==> config.mk <==
export PLATFORM = sky130hd
export DESIGN_NAME = layer_mac
export DESIGN_NICKNAME = d
export VERILOG_FILES = /design/src/rtl/layer_mac.sv
export SDC_FILE = /design/constraint.sdc
export NUM_CORES = 1
export LEC_CHECK = 0
export BUFFER_PORTS_ARGS = -buffer_cell sky130_fd_sc_hd__buf_2
export CAP_MARGIN = 0
export CORE_AREA = 2 2 449 451
export DETAILED_ROUTE_END_ITERATION = 10
export DIE_AREA = 0 0 451 453
export GPL_TIMING_DRIVEN = 0
export PLACE_DENSITY = 0.3
export SLEW_MARGIN = 10
export SYNTH_ARGS = -nofsm -noshare
export SYNTH_HDL_FRONTEND = slang
export SYNTH_SLANG_ARGS = --single-unit
==> constraint.sdc <==
create_clock -name clk -period 11.7 [get_ports clk]
set_clock_uncertainty 0.2 [all_clocks]
set_input_delay 1.17 -clock clk [delete_from_list [all_inputs] [get_ports clk]]
set_output_delay 1.17 -clock clk [all_outputs]
set_load 0.005 [all_outputs]
==> src/rtl/layer_mac.sv <==
// layer_mac: time-multiplexed fully connected layer.
//   y[j] = act(round(sum_i x[i]*M[i*column_size+j] + b[j]) >> shift)
// Outputs are computed in groups of `lanes` outputs.
// Each group takes one LOAD cycle (bias), row_size MAC cycles and one ACT cycle.
// Ports:
//   clk    rising-edge clock
//   reset  asynchronous active-low reset
//   start  request a computation (sampled only when idle)
//   x      signed inputs, latched when start is accepted
//   M      signed weights, M[i*column_size+j] links x[i] to y[j]; hold stable while busy
//   b      signed bias per output; hold stable while busy
//   y      registered signed outputs
//   busy   high from start acceptance until done rises
//   done   high once all y are valid, until the next start is accepted
module layer_mac #(
  parameter int bits        = 8,
  parameter int max_bits    = 20,
  parameter int shift       = 0,
  parameter int row_size    = 10,
  parameter int column_size = 10,
  parameter int lanes       = 1,
  parameter int relu        = 1
) (
  input  logic                       clk,
  input  logic                       reset,
  input  logic                       start,
  input  logic signed [bits-1:0]     x [0:row_size-1],
  input  logic signed [bits-1:0]     M [0:row_size*column_size-1],
  input  logic signed [max_bits-1:0] b [0:column_size-1],
  output logic signed [bits-1:0]     y [0:column_size-1],
  output logic                       busy,
  output logic                       done
);

  localparam int G   = column_size / lanes;
  localparam int GW  = (G > 1) ? $clog2(G) : 1;
  localparam int IW  = (row_size > 1) ? $clog2(row_size) : 1;
  localparam int MIW = (row_size * column_size > 1) ? $clog2(row_size * column_size) : 1;
  localparam int YW  = (column_size > 1) ? $clog2(column_size) : 1;

  // The inner conditional keeps the shift amount non-negative when shift is 0.
  localparam int RND_I = (shift > 0) ? (1 << ((shift > 0) ? shift - 1 : 0)) : 0;
  localparam logic signed [max_bits:0] RND    = (max_bits+1)'(RND_I);
  localparam logic signed [max_bits:0] SAT_HI = (max_bits+1)'((1 << (bits - 1)) - 1);
  localparam logic signed [max_bits:0] SAT_LO = (max_bits+1)'(-(1 << (bits - 1)));

  typedef enum logic [1:0] {IDLE, LOAD, MAC, ACT} state_t;

  state_t                     state_q, state_d;
  logic [GW-1:0]              g_q, g_d;
  logic [IW-1:0]              i_q, i_d;
  logic signed [bits-1:0]     x_q [0:row_size-1];
  logic signed [bits-1:0]     x_d [0:row_size-1];
  logic signed [max_bits-1:0] acc_q [0:lanes-1];
  logic signed [max_bits-1:0] acc_d [0:lanes-1];
  logic signed [bits-1:0]     y_q [0:column_size-1];
  logic signed [bits-1:0]     y_d [0:column_size-1];
  logic                       busy_q, busy_d;
  logic                       done_q, done_d;

  // Per-lane datapath terms.
  logic signed [max_bits-1:0] term  [0:lanes-1];
  logic signed [max_bits-1:0] b_sel [0:lanes-1];
  logic signed [bits-1:0]     act_v [0:lanes-1];
  logic [YW-1:0]              y_idx [0:lanes-1];

  // Round half up, optionally clamp negatives to zero, then saturate to bits.
  // The one extra bit of headroom keeps the rounding add from overflowing.
  function automatic logic signed [bits-1:0] act_out(input logic signed [max_bits-1:0] a);
    logic signed [max_bits:0] t;
    t = {a[max_bits-1], a};
    t = t + RND;
    t = t >>> shift;
    if (relu != 0 && t < 0) t = '0;
    if (t > SAT_HI)      t = SAT_HI;
    else if (t < SAT_LO) t = SAT_LO;
    return t[bits-1:0];
  endfunction

  for (genvar gi = 0; gi < lanes; gi++) begin : g_lane
    logic [MIW-1:0]           m_idx;
    logic signed [2*bits-1:0] prod;
    assign m_idx       = MIW'(int'(i_q) * column_size + int'(g_q) * lanes + gi);
    assign y_idx[gi]   = YW'(int'(g_q) * lanes + gi);
    assign prod        = x_q[i_q] * M[m_idx];
    assign term[gi]    = {{(max_bits - 2*bits){prod[2*bits-1]}}, prod};
    assign b_sel[gi]   = b[y_idx[gi]];
    assign act_v[gi]   = act_out(acc_q[gi]);
  end

  always_comb begin
    state_d = state_q;
    g_d     = g_q;
    i_d     = i_q;
    x_d     = x_q;
    acc_d   = acc_q;
    y_d     = y_q;
    busy_d  = busy_q;
    done_d  = done_q;
    case (state_q)
      IDLE: begin
        if (start) begin
          x_d     = x;
          g_d     = '0;
          busy_d  = 1'b1;
          done_d  = 1'b0;
          state_d = LOAD;
        end
      end
      LOAD: begin
        for (int l = 0; l < lanes; l++) acc_d[l] = b_sel[l];
        i_d     = '0;
        state_d = MAC;
      end
      MAC: begin
        // Accumulation wraps modulo 2^max_bits.
        for (int l = 0; l < lanes; l++) acc_d[l] = acc_q[l] + term[l];
        if (i_q == IW'(row_size - 1)) state_d = ACT;
        else                          i_d     = i_q + 1'b1;
      end
      ACT: begin
        for (int l = 0; l < lanes; l++) y_d[y_idx[l]] = act_v[l];
        if (g_q == GW'(G - 1)) begin
          done_d  = 1'b1;
          busy_d  = 1'b0;
          state_d = IDLE;
        end else begin
          g_d     = g_q + 1'b1;
          state_d = LOAD;
        end
      end
      default: state_d = IDLE;
    endcase
  end

  always_ff @(posedge clk or negedge reset) begin
    if (!reset) begin
      state_q <= IDLE;
      g_q     <= '0;
      i_q     <= '0;
      busy_q  <= 1'b0;
      done_q  <= 1'b0;
      for (int k = 0; k < row_size; k++)    x_q[k]   <= '0;
      for (int k = 0; k < lanes; k++)       acc_q[k] <= '0;
      for (int k = 0; k < column_size; k++) y_q[k]   <= '0;
    end else begin
      state_q <= state_d;
      g_q     <= g_d;
      i_q     <= i_d;
      busy_q  <= busy_d;
      done_q  <= done_d;
      x_q     <= x_d;
      acc_q   <= acc_d;
      y_q     <= y_d;
    end
  end

  assign y    = y_q;
  assign busy = busy_q;
  assign done = done_q;

endmodule

==> out/metrics.cfg <==
[status]
status=finished, final reports clean

[sta]
max_clock_freq_ghz=0.0927
hold_viol_final=0
worstMarginPinSlew_ns=1.27
rsz0062_at_grt=false
fin_setup_tns_ns=0
fin_crit_sh=0.922
setup_viol=0
slew_headroom=0.156
setup_ws_ns=0.909
hold_ws_ns=0.276
slew_viol_final=0
fin_crit_ns=10.79

[critical_path]
arrival_ns=11.01
crit_path_end_kind=register
crit_slowest_cell=nand4_1
cp_cell_sequence=clkbuf_1 -> inv_1 -> fa_1 -> a21bo_2 -> o22ai_2 -> nand4_1 -> a21oi_1 -> nor4_1 -> nor4_4 -> nor2b_2 -> fa_1 -> fa_1 -> fa_1 -> fa_1 -> ha_1 -> ha_1 -> a21oi_1 -> nand2_1 -> a31oi_1 -> o21ai_0 -> a31oi_1 -> and3_1 -> o32a_1
max_stage_delay_ns=0.81
criticalPathCategory=register to register
cp_num_buf_inv=2
path_max_fanout=12
crit_path_start_kind=register
crit_required_ns=11.92
cp_top_family=adder cells
crit_path_frequent_cell=fa_1

[global_route]
grt_pass1_wl_um=216000
grt_pass1_vias=22100
gr-total-overflow=0
antenna_found_initial=91
grt_max_degree=73
grt_use_total=0.160

[detailed_routing]
drt-total-wl_um=170000
drt_iter0_drc=1423
drc=0
drtPass1Iterations=5
wl_per_cell_um=30.4
ant_nets=0
dr_total_vias=20800
routed_via_density=3.73

[yosys]
synth_top_family_by_area=multiplexers
synth_cell_types=65
synthCells=1693
synth-main-ff-cell=dfrtp_1
synth_fa_ha_area_frac=0.132
syn_nets=2930
synth_area_per_cell_sq_um=11.7
synth-edff-count=0
ys_warn_count=0
synth_xor_area_frac=0.0118
synth_compound_area_frac=0.104
synth.yosys.seq_area_share=0.242
netlist_area_sq_um=19800
synth_simple_gate_area_frac=0.0826
ys_ff_latch=192
synthArstFlopShare=1.00
synth_mux_area_frac=0.368

[placement]
portBuffers=1164
dp_hpwl_um=151000
post-place-ws_ns=0.470
placed_area_sq_um=29400
place.gp.congestion=0.940

[clock_network]
cts_made_buffers=17
path_clk_slew_ns=0.09
post_cts_resized=0
cts_num_sinks=192
ctsHoldBuffers=0
clk_path_buf_depth=2
postCtsSetupBuffers=0
htree_levels=4
ctsRootBufferMaster=clkbuf_16
cts_tree=yes
insertion_delay_ns=0.52

[floorplan]
dieHeight_um=453
dieArea_sq_um=204000
start_util=0.0996
row_count=164
die_x_um=451
io_pins=1165
design.core.area_sq_um=199000

[layout]
fillers=22700
syn_to_final_growth_pct=51.8
fin_nets=4131
finalInstanceArea_sq_um=30100
final_layout_size_suffix_gt1_frac=0.570

[worst_hold_path]
hold_path_class=register to register

[run]
cap_violations=0

==> sequential cells by signal, summed over array words and instances (netlist names) <==
| signal | count |
|---|---|
| x_q | 80 |
| done | 1 |
| busy | 1 |
| y | 80 |
| acc_q | 20 |
| i_q | 4 |
| g_q | 4 |
| state_q | 2 |
==> layout by cell type (no fill, tap or decap), types with 7 or more instances in the layout <==
cell type	synthesis	final
a21o_1	7	7
a21oi_1	44	44
a22o_1	15	15
a22oi_1	70	70
a31oi_1	11	10
and2_1	12	12
and3_1	9	9
buf_1	9	8
buf_16	0	7
buf_2	31	1195
buf_4	13	14
buf_6	19	23
buf_8	2	9
clkbuf_1	51	46
clkbuf_16	0	17
dfrtp_1	192	192
diode_2	0	26
fa_1	91	91
ha_1	63	63
inv_1	123	123
mux2_2	94	94
mux2i_1	56	56
mux4_2	252	252
nand2_1	145	145
nand2b_1	15	15
nand3_1	21	21
nand4_1	11	11
nor2_1	68	68
nor2b_1	14	11
nor3_1	12	12
nor4_1	10	10
o211ai_1	8	8
o21ai_0	98	98
o21ai_1	18	18
o21bai_2	0	7
o22ai_1	25	25
xnor2_1	15	14
xor2_1	8	8
==> synthesized netlist by cell type (all sizes together) (10+ instances only) <==
master | instances | share of area
a21oi | 44 | 0.011
a22o | 15 | 0.0066
a22oi | 70 | 0.026
a31oi | 11 | 0.0035
and2 | 12 | 0.0038
and3 | 10 | 0.0034
buf | 74 | 0.027
clkbuf | 51 | 0.0096
dfrtp | 192 | 0.24
fa | 91 | 0.092
ha | 63 | 0.040
inv | 123 | 0.023
mux2 | 95 | 0.054
mux2i | 56 | 0.028
mux4 | 252 | 0.29
nand2 | 145 | 0.027
nand2b | 15 | 0.0047
nand3 | 23 | 0.0063
nand4 | 11 | 0.0035
nor2 | 70 | 0.013
nor2b | 14 | 0.0044
nor3 | 12 | 0.0030
nor4 | 11 | 0.0042
o21ai | 116 | 0.029
o22ai | 26 | 0.0085
xnor2 | 16 | 0.0074
==> area by class of cell <==
class	count	area [sq um]	share of cell area
sequential	192	4800	0.160
multi-input combinational	1253	13900	0.462
inverter	123	462	0.0153
clock buffer	18	429	0.0142
buffer	125	731	0.0243
antenna	26	65.1	0.00216
timing repair buffer	1182	6170	0.205
tap	2656	3320	0.110
clock inverter	14	210	0.00698
==> worst paths after layout <==
kind / from / endpoint / slack [ns] / cells after the start
max: i_q[2] / acc_q[13] / 0.91 / 23
min: y[68] / y[68] / 0.28 / 2
max reg2reg: i_q[2] / acc_q[13] / 0.91 / 23
min reg2reg: y[68] / y[68] / 0.28 / 2
max in group asynchronous: reset / x_q[59] / 10.12 / 2
min in group asynchronous: reset / x_q[32] / 0.37 / 1
==> worst min-delay path, cell delays in order (launching register included) <==
cell and delay [ns]:
dfrtp_1 0.34, nand2_1 0.04, o21ai_0 0.06
==> layer usage <==
layer,up-vias,part of all wire,GRT usage
met2,934,0.51,0.283
li1,8894,-,-
met4,44,0.028,0.0458
met1,10800,0.40,0.194
met5,-,0.0017,0
met3,207,0.058,0.0340
==> metrics by stage <==
| stage | utilization | cells |
|---|---|---|
| 2_1_floorplan | - | 1693 |
| 3_3_place_gp | 0.146 | 5513 |
| 3_5_place_dp | 0.148 | 5531 |
| 4_1_cts | 0.151 | 5563 |
| 5_1_grt | 0.151 | 5573 |
| 6_report | 0.151 | 5589 |
==> logic make-up (layout without fill, tap and decap cells) <==
family | count (synthesis) | count (layout)
fa+ha+maj | 154 | 154
buf+inv | 248 | 1462
compound gates | 327 | 327
xor+xnor | 25 | 25
flops | 192 | 192
other cells | 0 | 26
simple gates | 344 | 344
mux | 403 | 403
Power is not shown: default switching activity piles up to over one toggle a cycle in this logic, so the estimate is an artifact.
